`config.mk`:
```
export PLATFORM = sky130hd
export DESIGN_NAME = instruction_fetch_unit
export DESIGN_NICKNAME = d
export VERILOG_FILES = /design/src/rtl/riscv_pkg.sv /design/src/rtl/fetch_next_pc.sv /design/src/rtl/instruction_fetch_unit.sv
export SDC_FILE = /design/constraint.sdc
export NUM_CORES = 1
export LEC_CHECK = 0
export CAP_MARGIN = 5
export CORE_ASPECT_RATIO = 0.5
export CORE_MARGIN = 2
export CORE_UTILIZATION = 40
export DETAILED_ROUTE_END_ITERATION = 6
export PLACE_DENSITY_LB_ADDON = 0.2
export SYNTH_ARGS = -nofsm -noshare
export SYNTH_HDL_FRONTEND = slang
export SYNTH_SLANG_ARGS = --single-unit
```
`constraint.sdc`:
```
create_clock -name clk -period 4.8 [get_ports clk]
set_clock_uncertainty 0.1 [all_clocks]
set_input_delay 0.96 -clock clk [delete_from_list [all_inputs] [get_ports clk]]
set_output_delay 0.96 -clock clk [all_outputs]
set_load 0.005 [all_outputs]
```
`src/rtl/riscv_pkg.sv`:
```
// Shared definitions for the multicycle RISC-V core: opcode values decoded by
// the control unit and the fetch sequencer, fetch-state encoding and the
// default sequential PC increment.
package riscv_pkg;

   // Major opcodes (instruction[6:0])
   localparam logic [6:0] OP_R      = 7'b0110011;
   localparam logic [6:0] OP_I      = 7'b0010011;
   localparam logic [6:0] OP_I_LOAD = 7'b0000011;
   localparam logic [6:0] OP_S      = 7'b0100011;
   localparam logic [6:0] OP_B      = 7'b1100011;
   localparam logic [6:0] OP_J      = 7'b1101111;
   localparam logic [6:0] OP_J_I    = 7'b1100111;
   localparam logic [6:0] OP_U      = 7'b0110111;
   localparam logic [6:0] OP_U_PC   = 7'b0010111;
   localparam logic [6:0] OP_E      = 7'b1110011;

   // Byte distance between consecutive instructions
   localparam int unsigned PC_STEP_DEFAULT = 4;

   // Fetch sequencer states
   typedef enum logic [1:0] {
      ST_IDLE,
      ST_REQ,
      ST_EXEC,
      ST_HALTED
   } fetch_state_e;

   // ECALL/EBREAK share the SYSTEM opcode; either one stops fetching
   function automatic logic is_system(input logic [6:0] op);
      return op == OP_E;
   endfunction

endpackage

```
`src/rtl/fetch_next_pc.sv`:
```
// Next-PC selection for the fetch sequencer: either the branch target or the
// sequential successor, plus a flag for a taken branch whose target is not
// word aligned. Sequential increment wraps silently at the top of the space.
module fetch_next_pc
   import riscv_pkg::*;
#(
   parameter int unsigned WORDSIZE = 64,
   parameter int unsigned PC_STEP  = PC_STEP_DEFAULT
) (
   input  logic [WORDSIZE-1:0] pc,
   input  logic                branch_taken,
   input  logic [WORDSIZE-1:0] branch_target,
   output logic [WORDSIZE-1:0] next_pc,
   output logic                misaligned
);

   localparam logic [WORDSIZE-1:0] STEP = WORDSIZE'(PC_STEP);

   assign next_pc    = branch_taken ? branch_target : pc + STEP;
   assign misaligned = branch_taken && (branch_target[1:0] != 2'b00);

endmodule

```
`src/rtl/instruction_fetch_unit.sv`:
```
// Fetch sequencer on the issuing side of the multicycle control-unit
// handshake: fetches one instruction via im_req/im_ack, presents it with
// instr_valid, waits for the control unit's finished pulse, then advances the
// PC and fetches again. Stops for good on ECALL/EBREAK or on a misaligned
// taken-branch target; only rst leaves the halted state.
module instruction_fetch_unit
   import riscv_pkg::*;
#(
   parameter int unsigned          WORDSIZE         = 64,
   parameter int unsigned          INSTRUCTION_SIZE = 32,
   parameter logic [WORDSIZE-1:0]  RESET_PC         = '0,
   parameter int unsigned          PC_STEP          = PC_STEP_DEFAULT
) (
   input  logic                        clk,
   input  logic                        rst,
   input  logic                        start,
   output logic                        im_req,
   output logic [WORDSIZE-1:0]         im_addr,
   input  logic                        im_ack,
   input  logic [INSTRUCTION_SIZE-1:0] im_rdata,
   output logic [INSTRUCTION_SIZE-1:0] instruction,
   output logic [6:0]                  opcode,
   output logic                        instr_valid,
   input  logic                        finished,
   input  logic                        branch_taken,
   input  logic [WORDSIZE-1:0]         branch_target,
   output logic [WORDSIZE-1:0]         pc,
   output logic [31:0]                 retired,
   output logic                        halted,
   output logic                        error
);

   fetch_state_e                state_q, state_d;
   logic [WORDSIZE-1:0]         pc_q, pc_d;
   logic [INSTRUCTION_SIZE-1:0] instr_q, instr_d;
   logic                        im_req_q, im_req_d;
   logic                        instr_valid_q, instr_valid_d;
   logic [31:0]                 retired_q, retired_d;
   logic                        halted_q, halted_d;
   logic                        error_q, error_d;

   logic [WORDSIZE-1:0]         next_pc;
   logic                        misaligned;

   fetch_next_pc #(
      .WORDSIZE (WORDSIZE),
      .PC_STEP  (PC_STEP)
   ) u_next_pc (
      .pc            (pc_q),
      .branch_taken  (branch_taken),
      .branch_target (branch_target),
      .next_pc       (next_pc),
      .misaligned    (misaligned)
   );

   // Next-state and registered-output decode for the fetch sequencer
   always_comb begin
      // NOTE: every _d gets its hold value first so no path through the case
      // leaves a signal unassigned, which would otherwise infer a latch.
      state_d       = state_q;
      pc_d          = pc_q;
      instr_d       = instr_q;
      im_req_d      = im_req_q;
      instr_valid_d = instr_valid_q;
      retired_d     = retired_q;
      halted_d      = halted_q;
      error_d       = error_q;

      case (state_q)
         ST_IDLE: begin
            if (start) begin
               im_req_d = 1'b1;
               state_d  = ST_REQ;
            end
         end

         ST_REQ: begin
            // im_req is always high here, so im_ack alone completes the read
            if (im_ack) begin
               instr_d       = im_rdata;
               instr_valid_d = 1'b1;
               im_req_d      = 1'b0;
               state_d       = ST_EXEC;
            end
         end

         ST_EXEC: begin
            if (finished) begin
               retired_d     = retired_q + 32'd1;
               instr_valid_d = 1'b0;
               if (misaligned) begin
                  // Keep the faulting instruction's PC for post-mortem
                  error_d  = 1'b1;
                  halted_d = 1'b1;
                  state_d  = ST_HALTED;
               end else if (is_system(instr_q[6:0])) begin
                  pc_d     = next_pc;
                  halted_d = 1'b1;
                  state_d  = ST_HALTED;
               end else begin
                  pc_d     = next_pc;
                  im_req_d = 1'b1;
                  state_d  = ST_REQ;
               end
            end
         end

         ST_HALTED: begin
            im_req_d      = 1'b0;
            instr_valid_d = 1'b0;
         end

         default: state_d = ST_IDLE;
      endcase
   end

   // State and output registers with asynchronous reset
   always_ff @(posedge clk or posedge rst) begin
      // NOTE: non-blocking assignments so every register samples the
      // pre-edge value of its inputs regardless of statement order.
      if (rst) begin
         state_q       <= ST_IDLE;
         pc_q          <= RESET_PC;
         instr_q       <= '0;
         im_req_q      <= 1'b0;
         instr_valid_q <= 1'b0;
         retired_q     <= '0;
         halted_q      <= 1'b0;
         error_q       <= 1'b0;
      end else begin
         state_q       <= state_d;
         pc_q          <= pc_d;
         instr_q       <= instr_d;
         im_req_q      <= im_req_d;
         instr_valid_q <= instr_valid_d;
         retired_q     <= retired_d;
         halted_q      <= halted_d;
         error_q       <= error_d;
      end
   end

   assign im_req      = im_req_q;
   assign im_addr     = pc_q;
   assign instruction = instr_q;
   assign opcode      = instr_q[6:0];
   assign instr_valid = instr_valid_q;
   assign pc          = pc_q;
   assign retired     = retired_q;
   assign halted      = halted_q;
   assign error       = error_q;

endmodule

```
==> After elaboration in Yosys (flattened, before gate mapping) <==
Index checks and enable logic that the tools add are counted.
{ "totals": {"reg_bits": 134, "inputBits": 102, "output_inout_bits": 203, "elab_cells": 52} }
{ "op_classes": {"add_sub_neg": 2, "eq_ne": 9, "mux": 18, "n_bitwise": 1, "n_reduce_logical": 14} }
{ "op_table": {"columns": ["op", "n"], "rows": [
  ["$add A64 B3 Y64 const B", 1],
  ["$mux W64", 1],
  ["$add A32 B1 Y32 const B", 1],
  ["$reduce_and A3 Y1", 4],
  ["$mux W2", 5],
  ["$ne A2 B2 Y1 const B", 5],
  ["$mux W1", 9],
  ["$eq A7 B7 Y1 const B", 1],
  ["$pmux W2 S3", 1],
  ["$reduce_bool A3 Y1", 2],
  ["$reduce_and A5 Y1", 1],
  ["$eq A2 B2 Y1 const B", 2],
  ["$pmux W1 S4", 1],
  ["$reduce_and A2 Y1", 2],
  ["$reduce_and A4 Y1", 1],
  ["$reduce_bool A2 Y1", 2],
  ["$pmux W1 S3", 1],
  ["$eq A2 B1 Y1 const B", 1],
  ["$logic_not A2 Y1", 1],
  ["$logic_and A1 B1 Y1", 1],
  ["$not A1 Y1", 1]
]} }

==> Depth between registers and ports, before layout <==
{ "depth": {"depth_word": 5, "mapped_depth": 9, "depth_no_buf": 7} }

==> Hierarchy <==
A second synthesis with hierarchy kept.
{ "hier_totals": {"cells_unflattened": 806, "hier_area_um2": 7977.7} }
{ "modules_own_cells": {"columns": ["module", "instances", "cells_per_inst", "area_each_um2"], "rows": [
  ["instruction_fetch_unit", 1, 437, 5899.4],
  ["fetch_next_pc", 1, 369, 2078.2]
]} }

==> Worst setup path before layout <==
No wires, ideal clock.
{ "synth_timing": {"path_kind": "input port to flip-flop", "startpoint": "in branch_target[1]", "endpoint": "reg im_req_q (netlist: im_req)", "setup_time_ps": 125, "t_arrival_ps": 2203, "required_time_ps": 4575, "setup_slack_ps": 2372, "cell_stages": 4, "path_buffers": 0, "path_cell_list": "o21ai_0 -> o31ai_1 -> a2111oi_0 -> mux2_2"} }
{ "synth_via": {"elab_chain_len": 4} }
{ "synth_lines": {"columns": ["element", "line", "rtl"], "rows": [
  ["start, declared", "instruction_fetch_unit.sv:26", "input logic [WORDSIZE-1:0] branch_target,"],
  ["$reduce_bool A2 Y1", "fetch_next_pc.sv:20", "assign misaligned = branch_taken && (branch_target[1:0] != 2'b00);"],
  ["$logic_and A1 B1 Y1", "fetch_next_pc.sv:20", null],
  ["$ne A2 B2 Y1 (no source line)", null, null],
  ["$reduce_and A5 Y1 (no source line)", null, null],
  ["end signal, assigned", "instruction_fetch_unit.sv:134", "im_req_q <= im_req_d;"],
  ["end, declared", "instruction_fetch_unit.sv:36", "logic im_req_q, im_req_d;"]
]} }
No other way between the ends.
A chain may end at the register's enable or synchronous reset.

==> Worst setup path after layout <==
{ "layout_timing": {"startpoint": "in finished", "endpoint": "reg pc_q[30] (netlist: im_addr[30])"} }
{ "layout_via": {"elab_chain_len": 1} }
{ "layout_lines": {"columns": ["element", "line", "rtl"], "rows": [
  ["start, declared", "instruction_fetch_unit.sv:24", "input logic finished,"],
  ["$reduce_and A3 Y1 (no source line)", null, null],
  ["end signal, assigned", "instruction_fetch_unit.sv:132", "pc_q <= pc_d;"],
  ["end, declared", "instruction_fetch_unit.sv:34", "logic [WORDSIZE-1:0] pc_q, pc_d;"]
]} }
No other way between the ends.

==> reports/results.tsv <==
stage	metric	value	unit
status	status	completed	
detailed_routing	Via density	5.61	
floorplan	Core ar.	19500	µm²
clocking	Setup Fix Bufs, Post-CTS	0	
placed_design	GPL Wtd Cong	0.900	
sta	period utilization	0.669	
floorplan	row cnt	36	
global_routing	largest net degree at the start of global routing	111	
setup_path	Worst Path Required	4.99	ns
clocking	Max Root-Sink Buffers	2	
layout	Non-Filler Instances	1349	
layout	Nets	1180	
floorplan	I/O Pins	305	
floorplan	initial core utilization	0.410	
placed_design	post-DP HPWL	17900	µm
layout	fill count	1741	
clocking	CTS buffer count	17	
synth	EDFF count, synth	0	
synth	count of different cell masters after synthesis	62	
clocking	hold buffers post-CTS	0	
power	pwr/cell area	454	nW/µm²
power	P_leak	0.00441	µW
sta	Finish-stage setup viols	0	
setup_path	crit path max fanout	21	
floorplan	die height	104	µm
synth	fraction of registers with async set/reset	1.00	
global_routing	Congestion Overflow GR	0	
detailed_routing	via count	7569	
synth	syn nets	959	
sta	RSZ-0062 raised after global routing	false	
sta	Hold Violations, Final	0	
sta	fin crit period	3.21	ns
placed_design	I/O Buffers	304	
clocking	PostCTS Resize Cnt	0	
floorplan	total die area	21200	µm²
synth	warnings from Yosys	0	
global_routing	initial antenna violation count	0	
detailed_routing	Detailed Routing Iterations Pass 1	6	
setup_path	Worst setup SP type	primary input	
detailed_routing	WL/cell	18.7	µm
global_routing	first-pass GRT wire length	40300	µm
synth	Synth Register Bits	134	
min_path	hold crit path type	reg2reg	
layout	synthesis-to-layout area growth	42.0	%
layout	share of layout cells above drive strength 1	0.0933	
global_routing	Tot GR Track Use	0.239	
layout	diodes inserted	0	
detailed_routing	residual DRC count	0	
run	Max Cap Viol	0	
detailed_routing	Post-Route WL	25300	µm
detailed_routing	Detail Route Antenna Nets	0	
sta	Slew Viols, Final	0	
sta	Peak Freq	312	MHz
sta	worst rel slew slack	0.281	
placed_design	DP Cell Count	1317	
setup_path	crit path DAT	3.40	ns
floorplan	Die Span X	204	µm
synth	post-synthesis sequential area ratio	0.418	
power	worst vdd ir	0.344	mV
synth	post-synth design cell area	8010	µm²
power	Final Power	5160	µW
clocking	H-tree depth	4	
synth	syn_area_per_cell	9.44	µm²
clocking	clk root buf	clkbuf_16	
setup_path	CP Capture Type	flop	
clocking	TritonCTS clock tree	built	
sta	Worst-Margin Slew	1.08	ns
detailed_routing	Initial DRC Count	485	
clocking	CTS Sinks	134	
synth	ys flop type	dfrtp_1	
clocking	clock-pin slew on the worst setup and hold paths	0.06	ns
synth	cell count after synthesis	849	
clocking	worst skew pair latency	0.43	ns
setup_path	WS Path Type	in2reg	
global_routing	vias in the first global route	7464	
sta	Setup TNS Final	0	ns
[per-layer routing]
metal	vias to the layer above	track usage	wire length, µm
met5	-	0	0
met2	269	0.395	12200
met4	0	0.0745	382
li1	3549	-	-
met3	24	0.0664	1900
met1	3727	0.305	10800
[state kept, by name, indices dropped and copies added (netlist names)]
name and flops:
im_addr 64, instruction 32, retired 32, state_q 2, error 1, halted 1, im_req 1, instr_valid 1
[area by class of cell]
| class | count | area, µm² | share of cell area |
|---|---|---|---|
| Sequential cell | 134 | 3350 | 0.295 |
| Clock buffer | 19 | 443 | 0.0389 |
| Clock inverter | 13 | 146 | 0.0129 |
| Timing Repair Buffer | 315 | 3120 | 0.274 |
| Multi-Input combinational cell | 589 | 3930 | 0.345 |
| Inverter | 13 | 53.8 | 0.00473 |
| Tap cell | 266 | 333 | 0.0293 |
[final timing paths]
check,start,to,slack (ns),cells after the start
setup / recovery,finished,im_addr[30],1.59,7
hold / removal,halted,halted,0.36,1
setup reg to reg,state_q[0],im_addr[30],1.81,8
hold reg to reg,halted,halted,0.36,1
max in group asynchronous,rst,instruction[14],2.69,3
min in group asynchronous,rst,instruction[30],0.94,2
[cells in the mapped netlist (9+ instances only)]
library cell / instances / share of area
mux2_2: 34 / 0.048
o211ai_1: 12 / 0.011
xnor2_1: 23 / 0.025
or3_1: 16 / 0.012
clkbuf_1: 33 / 0.015
dfrtp_1: 134 / 0.42
o21ai_0: 41 / 0.026
nor3_1: 33 / 0.021
nand3_1: 46 / 0.029
a211oi_1: 9 / 0.0084
buf_4: 73 / 0.068
and3_1: 27 / 0.021
nand2_1: 59 / 0.028
a21oi_1: 35 / 0.022
nand4_1: 34 / 0.027
nor2_1: 46 / 0.022
or4_1: 10 / 0.0094
nor2b_1: 12 / 0.0094
inv_1: 12 / 0.0056
nor4_1: 17 / 0.013
and4_1: 12 / 0.013
[worst max-delay path, stage by stage]
cell and delay (ns):
clkdlybuf4s50_1 0.54, nand2_1 0.46, nor2_4 0.56, buf_4 0.35, nand2_1 0.18, o311ai_0 0.21
o211ai_1 0.13
[logic make-up after synthesis]
group                    synth area share
XOR/XNOR                           0.0339
adder cells (fa/ha/maj)            0.0125
buffers and inverters              0.0935
multiplexers                       0.0565
AND/OR/NAND/NOR                     0.252
AO/OA/AOI/OAI                       0.133
flip-flops                          0.418
[cell usage in the layout, fill, tap and decap left out, types with 6 or more instances in the layout]
master / synthesis / routed
nor4_2: 5 / 6
clkdlybuf4s50_1: 0 / 303
xor2_1: 8 / 8
or4_1: 10 / 10
nor3_1: 33 / 33
mux2i_1: 7 / 7
nand2_1: 59 / 58
nor4_1: 17 / 16
buf_4: 73 / 12
a22oi_1: 8 / 8
clkbuf_16: 0 / 17
or3_1: 16 / 16
a311oi_1: 6 / 6
a211oi_1: 9 / 9
and3_1: 27 / 27
o22ai_1: 8 / 8
ha_1: 8 / 8
nand3_1: 46 / 46
a21oi_1: 35 / 35
inv_1: 12 / 11
and4_1: 12 / 12
nand4_1: 34 / 34
xnor2_1: 23 / 23
mux2_2: 34 / 34
nor2b_1: 12 / 12
o211ai_1: 12 / 12
a31oi_1: 6 / 6
dfrtp_1: 134 / 134
o21ai_0: 41 / 41
nor2_1: 46 / 45
[power breakdown]
| group | switching (µW) | internal (µW) | leakage [µW] |
|---|---|---|---|
| Clock | 543 | 784 | 0.000284 |
| Sequential | 466 | 1460 | 0.00163 |
| Combinational | 663 | 1250 | 0.00250 |
[per-stage QoR]
step                setup slack [ns]  instance area (µm²)   util  hold WS, ns
finish                          1.59                11400  0.582        0.359
global placement                1.29                10800  0.552        0.340
detailed placement              1.20                10800  0.552        0.345
floorplan                      0.157                 8010      -        0.351
global route                    1.41                11400  0.582        0.380
CTS                             1.65                11400  0.582        0.364
(Power assumes the default switching activity.)
==> variant, RTL diff (same settings) <==
Encoding of `fetch_state_e`: now one-hot (4 bits for 4 states).
--- a/src/rtl/riscv_pkg.sv
+++ b/src/rtl/riscv_pkg.sv
@@ -19,11 +19,11 @@
    localparam int unsigned PC_STEP_DEFAULT = 4;
 
    // Fetch sequencer states
-   typedef enum logic [1:0] {
-      ST_IDLE,
-      ST_REQ,
-      ST_EXEC,
-      ST_HALTED
+   typedef enum logic [3:0] {
+      ST_IDLE   = 4'b0001,
+      ST_REQ    = 4'b0010,
+      ST_EXEC   = 4'b0100,
+      ST_HALTED = 4'b1000
    } fetch_state_e;
 
    // ECALL/EBREAK share the SYSTEM opcode; either one stops fetching
Check against the original RTL: no difference found for any inputs over 4 cycles, from zero or initial values and one cycle with rst high; so few cycles prove little.
==> variant against the original RTL <==
- synthesized area is 4.3% lower
- first-iteration DRC count is 9.9% lower
- power is 19% lower
- setup slack better by 0.0016 ns
- via count is 3.9% lower
- highest routed layer unchanged
- cell area is 2.9% lower
- largest cell class unchanged
- sequential cell count is 2 higher
- hold slack better by 0.0016 ns
- utilization is 1.2 points higher
- wire length is 4.0% lower
==> variant: results (changes against the original RTL) <==
[layout]
multi_input_gates = 566  ; -3.9%
bufAreaShareNonClock = 0.2822  ; +0.007752
multiInputGateArea_um2 = 3585  ; -8.7%
multi_input_area_share = 0.3245  ; -0.02060
num-nonclk-buffers = 313  ; -0.63%
n_fill_cell = 1652  ; -5.1%
inverters = 4  ; -9
clkCellAreaFrac = 0.05402  ; +0.002228
drive_above_1_share = 0.08571  ; -0.007545
seq-cell-share = 0.3082  ; +0.01345

[routing]
first_iter_violations = 437  ; -9.9%
routed_wirelength_mm = 24.23  ; -4.0%
wl_met3_mm = 1.815  ; -4.2%
wl_per_cell_um = 18.51  ; -1.1%
num_vias = 7276  ; -3.9%
firstDrtPassIters = 5  ; -1

[synthesis]
netlist_top_cells_area = dfrtp_1 44%, buf_4 6.9%, mux2_2 4.8%
synth_common_cells = 135 x dfrtp_1, 83 x nand2_1, 71 x buf_4, 55 x nand3_1, 42 x a21oi_1
yosysSeqAreaShare = 0.4439  ; +0.02539
synth-xor-area-share = 0.04111  ; +0.007224
synth-adder-area-share = 0.003263  ; -0.009230
synth_mux_area_frac = 0.05759  ; +0.001058
synth_compound_area_frac = 0.1427  ; +0.009386
synth_nets = 918  ; -4.3%

[setup_path]
cp_max_fo = 16  ; -24%

[global_routing]
grt_max_degree = 91  ; -18%
use_met1 = 0.3130  ; +0.008126
grt_pass1_vias = 6993  ; -6.3%
use_met2 = 0.3972  ; +0.002254

[status]
status = finished, final reports clean

[place]
dp_slack_ns = 1.232  ; +0.03133 ns
placed_area_um2 = 10450  ; -3.1%

[floorplan]
die-area_um2 = 20370  ; -4.2%

[pwr]
max-vdd-ir-drop_mv = 0.2669  ; -22%
leakagePower_nw = 4.332  ; -1.8%

variant: report_power, final:
group          total (W)  internal (W)  switching (W)
logic            0.00119      0.000810       0.000376
registers        0.00163       0.00138       0.000254
clock network    0.00135      0.000829       0.000519
total            0.00417       0.00302        0.00115
variant: path summary, 6_finish.rpt:
check                            start  cells past startpoint  slack [ns]               to
max                           finished                      6        1.59      im_addr[47]
min                             halted                      1        0.36           halted
max reg2reg                im_addr[24]                      6        2.03      im_addr[56]
min reg2reg                     halted                      1        0.36           halted
max in group asynchronous          rst                      3        2.87       retired[0]
min in group asynchronous          rst                      2        0.98  instruction[27]
variant: cell families after synthesis:
group | after synthesis
buf+inv | 112
xor+xnor | 36
flops | 136
fa+ha+maj | 2
mux | 40
simple gates | 321
compound gates | 167
variant: worst max-delay path, cell delays in order:
cell and delay (ns):
clkdlybuf4s50_1 0.49, nand3b_1 0.27, nor2_4 0.47, nand2_1 0.49, buf_4 0.36, o311ai_0 0.36
